File: config.mk
export PLATFORM = sky130hd
export DESIGN_NAME = gpu_wb_scheduler_flat
export DESIGN_NICKNAME = d
export VERILOG_FILES = /design/src/rtl/gpu_wb_scheduler_if.sv /design/src/rtl/gpu_wb_scheduler.sv /design/src/flat_wrapper.sv
export SDC_FILE = /design/constraint.sdc
export NUM_CORES = 1
export LEC_CHECK = 0
export ABC_AREA = 1
export CAP_MARGIN = 40
export CORE_ASPECT_RATIO = 1.25
export CORE_MARGIN = 4
export CORE_UTILIZATION = 36
export DETAILED_ROUTE_END_ITERATION = 6
export GPL_TIMING_DRIVEN = 0
export PLACE_DENSITY = 0.78
export REMOVE_ABC_BUFFERS = 1
export SETUP_SLACK_MARGIN = 0.4
export SLEW_MARGIN = 20
export SYNTH_ARGS = -nofsm -noshare
export SYNTH_HDL_FRONTEND = slang
export SYNTH_SLANG_ARGS = --single-unit
File: constraint.sdc
create_clock -name clk -period 1.1 [get_ports clk]
set_clock_uncertainty 0.05 [all_clocks]
set_input_delay 0.22 -clock clk [delete_from_list [all_inputs] [get_ports clk]]
set_output_delay 0.22 -clock clk [all_outputs]
set_load 0.02 [all_outputs]
File: src/rtl/gpu_wb_scheduler_if.sv
// rtl/gpu_wb_scheduler_if.sv - issue and write-back handshake bundle for gpu_wb_scheduler
interface gpu_wb_scheduler_if #(
    parameter int DATA_WIDTH = 8
);
    logic                  issue_valid;
    logic [1:0]            issue_rd;
    logic [1:0]            issue_rs1;
    logic [1:0]            issue_rs2;
    logic                  issue_is_load;
    logic                  issue_stall;

    logic                  alu_wb_valid;
    logic [1:0]            alu_wb_addr;
    logic [DATA_WIDTH-1:0] alu_wb_data;
    logic                  alu_wb_ready;

    logic                  lsu_wb_valid;
    logic [1:0]            lsu_wb_addr;
    logic [DATA_WIDTH-1:0] lsu_wb_data;
    logic                  lsu_wb_ready;

    modport master (
        output issue_valid, issue_rd, issue_rs1, issue_rs2, issue_is_load,
        output alu_wb_valid, alu_wb_addr, alu_wb_data,
        output lsu_wb_valid, lsu_wb_addr, lsu_wb_data,
        input  issue_stall, alu_wb_ready, lsu_wb_ready
    );

    modport slave (
        input  issue_valid, issue_rd, issue_rs1, issue_rs2, issue_is_load,
        input  alu_wb_valid, alu_wb_addr, alu_wb_data,
        input  lsu_wb_valid, lsu_wb_addr, lsu_wb_data,
        output issue_stall, alu_wb_ready, lsu_wb_ready
    );
endinterface

File: src/rtl/gpu_wb_scheduler.sv
// rtl/gpu_wb_scheduler.sv - register-file write-port arbiter and load scoreboard for one lane
// GPU_WB_STARVE_EN compiles in the LSU anti-starvation counter and priority override.
module gpu_wb_scheduler #(
    parameter int DATA_WIDTH    = 8,
    parameter int NUM_REGISTERS = 4,
    parameter int STARVE_LIMIT  = 3
) (
    input  logic                     clk,
    input  logic                     reset,
    gpu_wb_scheduler_if.slave        wb,
    output logic                     o_rf_write_en,
    output logic [1:0]               o_rf_write_addr,
    output logic [DATA_WIDTH-1:0]    o_rf_write_data,
    output logic [NUM_REGISTERS-1:0] o_busy_mask
);
    localparam logic [1:0] PROTECTED_ADDR = 2'd2;

    logic [NUM_REGISTERS-1:0] r_busy;
    logic                     r_wen;
    logic [1:0]               r_waddr;
    logic [DATA_WIDTH-1:0]    r_wdata;

    logic                     w_force_lsu;
    logic                     w_alu_grant;
    logic                     w_lsu_grant;
    logic                     w_issue_accept;
    logic [NUM_REGISTERS-1:0] w_busy_next;

`ifdef GPU_WB_STARVE_EN
    localparam int CNT_W = $clog2(STARVE_LIMIT + 1);
    localparam logic [CNT_W-1:0] LIMIT = CNT_W'(STARVE_LIMIT);

    logic [CNT_W-1:0] r_starve_cnt;

    assign w_force_lsu = wb.lsu_wb_valid && (r_starve_cnt == LIMIT);

    // Counts consecutive arbitrations the waiting LSU lost; saturates at the limit.
    always_ff @(posedge clk) begin
        if (reset) begin
            r_starve_cnt <= '0;
        end else if (w_lsu_grant) begin
            r_starve_cnt <= '0;
        end else if (wb.lsu_wb_valid && (r_starve_cnt != LIMIT)) begin
            r_starve_cnt <= r_starve_cnt + 1'b1;
        end
    end
`else
    // Without the counter the limit has no effect; the ALU always wins.
    assign w_force_lsu = (STARVE_LIMIT < 0);
`endif

    assign w_alu_grant     = wb.alu_wb_valid && !w_force_lsu;
    assign w_lsu_grant     = wb.lsu_wb_valid && !w_alu_grant;
    assign wb.alu_wb_ready = w_alu_grant;
    assign wb.lsu_wb_ready = w_lsu_grant;

    assign wb.issue_stall  = wb.issue_valid &&
                             (r_busy[wb.issue_rs1] | r_busy[wb.issue_rs2] | r_busy[wb.issue_rd]);
    assign w_issue_accept  = wb.issue_valid && !wb.issue_stall;

    // Clear on the edge the register file captures the data; a same-cycle set overrides.
    always_comb begin
        w_busy_next = r_busy;
        if (r_wen) begin
            w_busy_next[r_waddr] = 1'b0;
        end
        if (w_issue_accept && wb.issue_is_load && (wb.issue_rd != PROTECTED_ADDR)) begin
            w_busy_next[wb.issue_rd] = 1'b1;
        end
    end

    always_ff @(posedge clk) begin
        if (reset) begin
            r_busy <= '0;
        end else begin
            r_busy <= w_busy_next;
        end
    end

    // Writes to the protected address are consumed but never reach the register file.
    always_ff @(posedge clk) begin
        if (reset) begin
            r_wen   <= 1'b0;
            r_waddr <= '0;
            r_wdata <= '0;
        end else begin
            r_wen <= 1'b0;
            if (w_alu_grant) begin
                r_wen   <= (wb.alu_wb_addr != PROTECTED_ADDR);
                r_waddr <= wb.alu_wb_addr;
                r_wdata <= wb.alu_wb_data;
            end else if (w_lsu_grant) begin
                r_wen   <= (wb.lsu_wb_addr != PROTECTED_ADDR);
                r_waddr <= wb.lsu_wb_addr;
                r_wdata <= wb.lsu_wb_data;
            end
        end
    end

    assign o_rf_write_en   = r_wen;
    assign o_rf_write_addr = r_waddr;
    assign o_rf_write_data = r_wdata;
    assign o_busy_mask     = r_busy;
endmodule

File: src/flat_wrapper.sv
// flat-port wrapper written by rule: the top's interface ports become plain ports
module gpu_wb_scheduler_flat 
#(
    parameter int DATA_WIDTH    = 8,
    parameter int NUM_REGISTERS = 4,
    parameter int STARVE_LIMIT  = 3
)
  (clk, reset, o_rf_write_en, o_rf_write_addr, o_rf_write_data, o_busy_mask, wb_issue_valid, wb_issue_rd, wb_issue_rs1, wb_issue_rs2, wb_issue_is_load, wb_alu_wb_valid, wb_alu_wb_addr, wb_alu_wb_data, wb_lsu_wb_valid, wb_lsu_wb_addr, wb_lsu_wb_data, wb_issue_stall, wb_alu_wb_ready, wb_lsu_wb_ready);
  gpu_wb_scheduler_if #(.DATA_WIDTH(DATA_WIDTH)) wb_i ();
  input  logic clk;
  input  logic reset;
  output logic o_rf_write_en;
  output logic [1:0] o_rf_write_addr;
  output logic [DATA_WIDTH-1:0] o_rf_write_data;
  output logic [NUM_REGISTERS-1:0] o_busy_mask;
  input wire logic [$bits(wb_i.issue_valid)-1:0] wb_issue_valid;
  input wire logic [$bits(wb_i.issue_rd)-1:0] wb_issue_rd;
  input wire logic [$bits(wb_i.issue_rs1)-1:0] wb_issue_rs1;
  input wire logic [$bits(wb_i.issue_rs2)-1:0] wb_issue_rs2;
  input wire logic [$bits(wb_i.issue_is_load)-1:0] wb_issue_is_load;
  input wire logic [$bits(wb_i.alu_wb_valid)-1:0] wb_alu_wb_valid;
  input wire logic [$bits(wb_i.alu_wb_addr)-1:0] wb_alu_wb_addr;
  input wire logic [$bits(wb_i.alu_wb_data)-1:0] wb_alu_wb_data;
  input wire logic [$bits(wb_i.lsu_wb_valid)-1:0] wb_lsu_wb_valid;
  input wire logic [$bits(wb_i.lsu_wb_addr)-1:0] wb_lsu_wb_addr;
  input wire logic [$bits(wb_i.lsu_wb_data)-1:0] wb_lsu_wb_data;
  output wire logic [$bits(wb_i.issue_stall)-1:0] wb_issue_stall;
  output wire logic [$bits(wb_i.alu_wb_ready)-1:0] wb_alu_wb_ready;
  output wire logic [$bits(wb_i.lsu_wb_ready)-1:0] wb_lsu_wb_ready;
  assign wb_i.issue_valid = wb_issue_valid;
  assign wb_i.issue_rd = wb_issue_rd;
  assign wb_i.issue_rs1 = wb_issue_rs1;
  assign wb_i.issue_rs2 = wb_issue_rs2;
  assign wb_i.issue_is_load = wb_issue_is_load;
  assign wb_i.alu_wb_valid = wb_alu_wb_valid;
  assign wb_i.alu_wb_addr = wb_alu_wb_addr;
  assign wb_i.alu_wb_data = wb_alu_wb_data;
  assign wb_i.lsu_wb_valid = wb_lsu_wb_valid;
  assign wb_i.lsu_wb_addr = wb_lsu_wb_addr;
  assign wb_i.lsu_wb_data = wb_lsu_wb_data;
  assign wb_issue_stall = wb_i.issue_stall;
  assign wb_alu_wb_ready = wb_i.alu_wb_ready;
  assign wb_lsu_wb_ready = wb_i.lsu_wb_ready;
  gpu_wb_scheduler #(.DATA_WIDTH(DATA_WIDTH), .NUM_REGISTERS(NUM_REGISTERS), .STARVE_LIMIT(STARVE_LIMIT)) u_core (.clk(clk), .reset(reset), .wb(wb_i), .o_rf_write_en(o_rf_write_en), .o_rf_write_addr(o_rf_write_addr), .o_rf_write_data(o_rf_write_data), .o_busy_mask(o_busy_mask));
endmodule
### After elaboration in Yosys (flattened, before gate mapping)

Index checks and enable logic that the tools add are counted.
Widths: inputs -> output; s select.

* mux-type cells: 18
* order comparisons: 6
* reduce and logical (&&, ||, !) cells: 10
* bitwise gates (word level): 5
* equality and inequality tests: 3

Operators with widths (count)
* $mux 8: 2
* $lt 2x3->1 const B: 4
* $mux 4: 2
* $logic_and 1x1->1: 7
* $mux 1: 7
* $bmux 1 s2: 3
* $ne 2x2->1 const B: 3
* $and 4x4->4: 1
* $demux 1 s2: 2
* $ge 2x1->1 const B: 2
* $mux 2: 2
* $not 4->4: 1
* $or 4x4->4: 1
* $logic_not 1->1: 2
* $or 1x1->1: 2
* $reduce_bool 2->1: 1

* word-level logic and storage cells: 46
* register bits after elaboration: 15
* input bits: 32
* output and inout bits: 18

### Depth between registers and ports, before layout

* depth in word-level cells: 10
* depth in mapped cells: 7
* gate-level depth less buffers: 7

### Worst setup path after synthesis

Ideal clock, no wire load.

* kind: flip-flop to output port
* from: register u_core.r_busy[1] (netlist: u_core.o_busy_mask[1])
* to: output port wb_issue_stall
* data arrival time: 1.300 ns
* slack: -0.470 ns
* required time: 0.830 ns
* stages on the path, launching flop included: 7
* buffers on the path: 0
* cells stage by stage: dfxtp_1 inv_1 nand2_1 nand3_1 nand2_1 nor2_4 a21boi_0

* word-level cells in the longest chain between the ends: 5
* elaborated cells between the ends (all ways): 9
* classes of those cells: 6 x mux; 2 x bitwise; 1 x reduce/logical

Ends and longest elaborated chain
* start: declaration: RTL line gpu_wb_scheduler.sv:18 `logic [NUM_REGISTERS-1:0] r_busy;`
* start signal: assignment: RTL line gpu_wb_scheduler.sv:76 `r_busy <= w_busy_next;`
* $bmux 1 s2: RTL line gpu_wb_scheduler.sv:58 `(r_busy[wb.issue_rs1] | r_busy[wb.issue_rs2] | r_busy[wb.issue_rd]);`
* $mux 1 (not written as such): RTL line gpu_wb_scheduler.sv:58
* $or 1x1->1: RTL line gpu_wb_scheduler.sv:58
* $or 1x1->1 (*): RTL line gpu_wb_scheduler.sv:58
* $logic_and 1x1->1 (*): RTL line gpu_wb_scheduler.sv:57 `assign wb.issue_stall = wb.issue_valid &&`
* end: declaration: RTL line flat_wrapper.sv:27 `output wire logic [$bits(wb_i.issue_stall)-1:0] wb_issue_stall;`

Mark *: on every way between the ends. The rest lies on a longest branch, timed or not. The select of a mux whose other input is x is not followed.

### Worst setup path after layout

Same ends and word-level chain as after synthesis.

==> results.md <==
* Critical path buffers and inverters at 2
* Crit-path max cell delay at 0.37 ns
* Initial Utilization at 37.4%
* Comb power frac at 37.8%
* GRT Total Usage at 18.6%
* Synth unique cells at 20
* Syn Inst Count at 129
* Pre-CTS WS at -1.07 ns
* Seq/Total Area, Yosys at 36.7%
* RePlAce Congestion at 0.770
* Vias/cell at 4.73
* Initial antenna violation count at 1
* Initial DRC Count at 23
* Largest area contributor in the netlist: dfxtp_1
* Site Rows at 19
* Switch Pwr at 0.458 mW
* M2 GR Usage at 37.1%
* Power density cells at 819 nW/um2
* H-tree levels at 1
* Cell Area, Placed at 1340 um2
* Top_reg_cell synth: dfxtp_1
* Clock sinks at 15
* Worst Setup Start Kind: flip-flop
* Met1 usage at 17.7%
* Synthesis Warnings at 0
* Initial DRT Pass Iterations at 4
* Port bufs at 49
* Busiest grt layer: met2
* Clock Root Buffer: clkbuf_4
* Data required, critical path at 0.83 ns
* Rel. slew slack at 86.2%
* Yosys reg bits at 15
* Clock Pin Slew Worst Setup and Hold Paths at 0.09 ns
* Max IR drop VDD at 793 uV
* Total power at 1.48 mW
* Post-route ant nets at 0
* Final WL at 3.38 mm
* Dpl hpwl at 1.92 mm
* Actual slew at the worst max-slew pin at 0.207 ns
* Reported max-cap violation count at 0
* Status: complete, but fails checks
* Die X at 50.6 um
* CP max FO at 3
* Routed WL per cell at 14.3 um
* Synth top area share at 36.7%
* Fin crit period at 1.57 ns
* Violated checks: negative setup slack
* Crit share post-route at 143%
* Crit path launch: u_core.o_busy_mask[1]
* Final #Nets at 237
* CTS buffer count at 3
* Worst-case reg-to-reg path depth at 10
* Reg-to-reg startpoint: u_core.o_busy_mask[3]
* Vias in the first global route at 1103
* Core area at 2190 um2
* Critical setup path kind: flip-flop to output port
* # IOs at 50
* Hold WC Path Type: primary input to flip-flop
* FF-to-FF End: u_core.o_busy_mask[3]
* Global-route wire length before repair at 4.49 mm
* Largest cells by area after synthesis: dfxtp_1 (37%), nand2_1 (22%), inv_1 (11%)
* Syn Std Cell Area at 818 um2
* Syn avg cell area at 6.34 um2
* Fin. max-slew vios at 0
* Asr flop ratio synth at 0%
* CTS tree: yes
* Largest net degree at the start of global routing at 14
* Finished Cell Area at 1810 um2
* CP Capture Type: output port
* Number of synthesized flops with an enable pin at 0
* Leak pwr at 0.918 nW
* Flop pwr share at 40.8%
* Worst-path cell chain: inv_2 > nand2_1 > nand3_2 > nand2_2 > nor2_4 > a21boi_1 > buf_4
* R2R Setup Slk at -0.29 ns
* Clk pwr share at 21.4%
* Setup ws final at -0.468 ns
* Die H at 61.3 um
* Worst hold path startpoint: wb_alu_wb_data[7]
* Final design utilization at 82.6%
* Worst Path Arrival at 1.30 ns
* Slowest stage cell, crit path: dfxtp_2
* M3 GR Usage at 6.30%
* Pint at 1.02 mW
* Unrepaired setup endpoints after global routing: yes
* Die area at 3100 um2
* Sw frac at 31.0%
* Crit path depth at 7
* Ratio of cells with drive above 1 in the final layout at 49.0%
* Cell family with most CP delay: flip-flops
* Fmax achieved at 638 MHz
* Worst-skew pair later-pin latency at 0.29 ns
* Vias at 1117
* Gr ovfl total at 0
* Worst setup path end: wb_issue_stall
* Clk buf depth at 2
* Setup violators final at 6
* Drt drc at 0
* Final Hold Vio Count at 0
* Area Growth Syn to Fin at 121%
[repair_timing]
action | in CTS | in global routing
resized for setup | 188 | 36
setup endpoints to repair | 33 | 32
gates cloned | 0 | 0
pin swaps | 28 | 26
setup buffers | 9 | 15
hold buffers | 0 | 0
[placed cells by master (no fill, tap or decap), types with 5 or more instances in the layout]
cell / Yosys / final
nand2_1: 47 / 40
clkdlybuf4s50_1: 0 / 10
inv_2: 1 / 5
a22oi_2: 0 / 7
buf_6: 0 / 26
dlygate4sd2_1: 0 / 16
inv_1: 25 / 18
dfxtp_2: 0 / 12
nand2_2: 0 / 5
buf_4: 1 / 13
[cell type report]
| class | count | area, um2 |
|---|---|---|
| Clock buffer | 4 | 26.3 |
| Timing Repair Buffer | 73 | 757 |
| Multi-Input combinational cell | 85 | 526 |
| Tap cell | 31 | 38.8 |
| Sequential cell | 15 | 327 |
| Antenna cell | 1 | 2.50 |
| Inverter | 27 | 129 |
| Fill cell | 148 | 382 |
[registers in the layout, indices dropped and copies added, names as in the netlist]
signal	flops
u_core.o_rf_write_addr	2
u_core.o_rf_write_data	8
u_core.o_busy_mask	4
u_core.o_rf_write_en	1
[per-layer routing]
| metal | vias up | wire length [um] |
|---|---|---|
| li1 | 556 | - |
| met1 | 501 | 1210 |
| met2 | 53 | 1820 |
| met3 | 7 | 284 |
| met4 | 0 | 62 |
| met5 | - | 0 |
[cells by family (layout without fill, tap and decap cells)]
group | count (synthesis) | after routing | share of synthesized area, %
compound gates | 21 | 21 | 15.9
simple gates | 64 | 64 | 33.5
flops | 15 | 15 | 36.7
other cells | 0 | 1 | 0
buf+inv | 29 | 104 | 13.9
[power by group through the flow]
| stage | clock network [mW] | registers [mW] | logic [mW] |
|---|---|---|---|
| final | 0.316 | 0.604 | 0.559 |
| after global routing | 0.336 | 0.607 | 0.599 |
| after CTS | 0.318 | 0.605 | 0.456 |
| after detailed placement | 0 | 0.607 | 0.383 |
| after global placement | 0 | 0.606 | 0.376 |
| after floorplan | 0 | 0.642 | 0.120 |
[synth_stat cells (2+ instances only)]
cell type and count:
a21oi_1 5, a22oi_1 7, dfxtp_1 15, inv_1 25
nand2_1 47, nand3_1 6, nand4_1 3, nor2_1 3
nor2_2 2, o21ai_0 6
[worst min path at each step]
stage / depth (start not counted) / to
after CTS: 3 / u_core.o_rf_write_en
final: 5 / u_core.o_rf_write_data[7]
after detailed placement: 1 / u_core.o_busy_mask[2]
after floorplan: 1 / u_core.o_busy_mask[0]
after global routing: 2 / u_core.o_busy_mask[3]
after global placement: 1 / u_core.o_busy_mask[2]
[worst min-delay path, delay by kind of cell]
| kind | cells | cell delay, ns |
|---|---|---|
| buffers and inverters | 2 | 0.12 |
| and+or+nand+nor | 3 | 0.17 |
[stage by stage]
step / hold WS, ns / instances / setup TNS (ns)
after global routing: 0.271 / 236 / -1.67
after detailed placement: 0.465 / 207 / -12.94
after global placement: 0.443 / 207 / -12.53
after floorplan: 0.239 / 127 / -0.470
final: 0.203 / 236 / -1.37
after CTS: 0.218 / 220 / -0.965
Power figures use the tool's default switching activity.
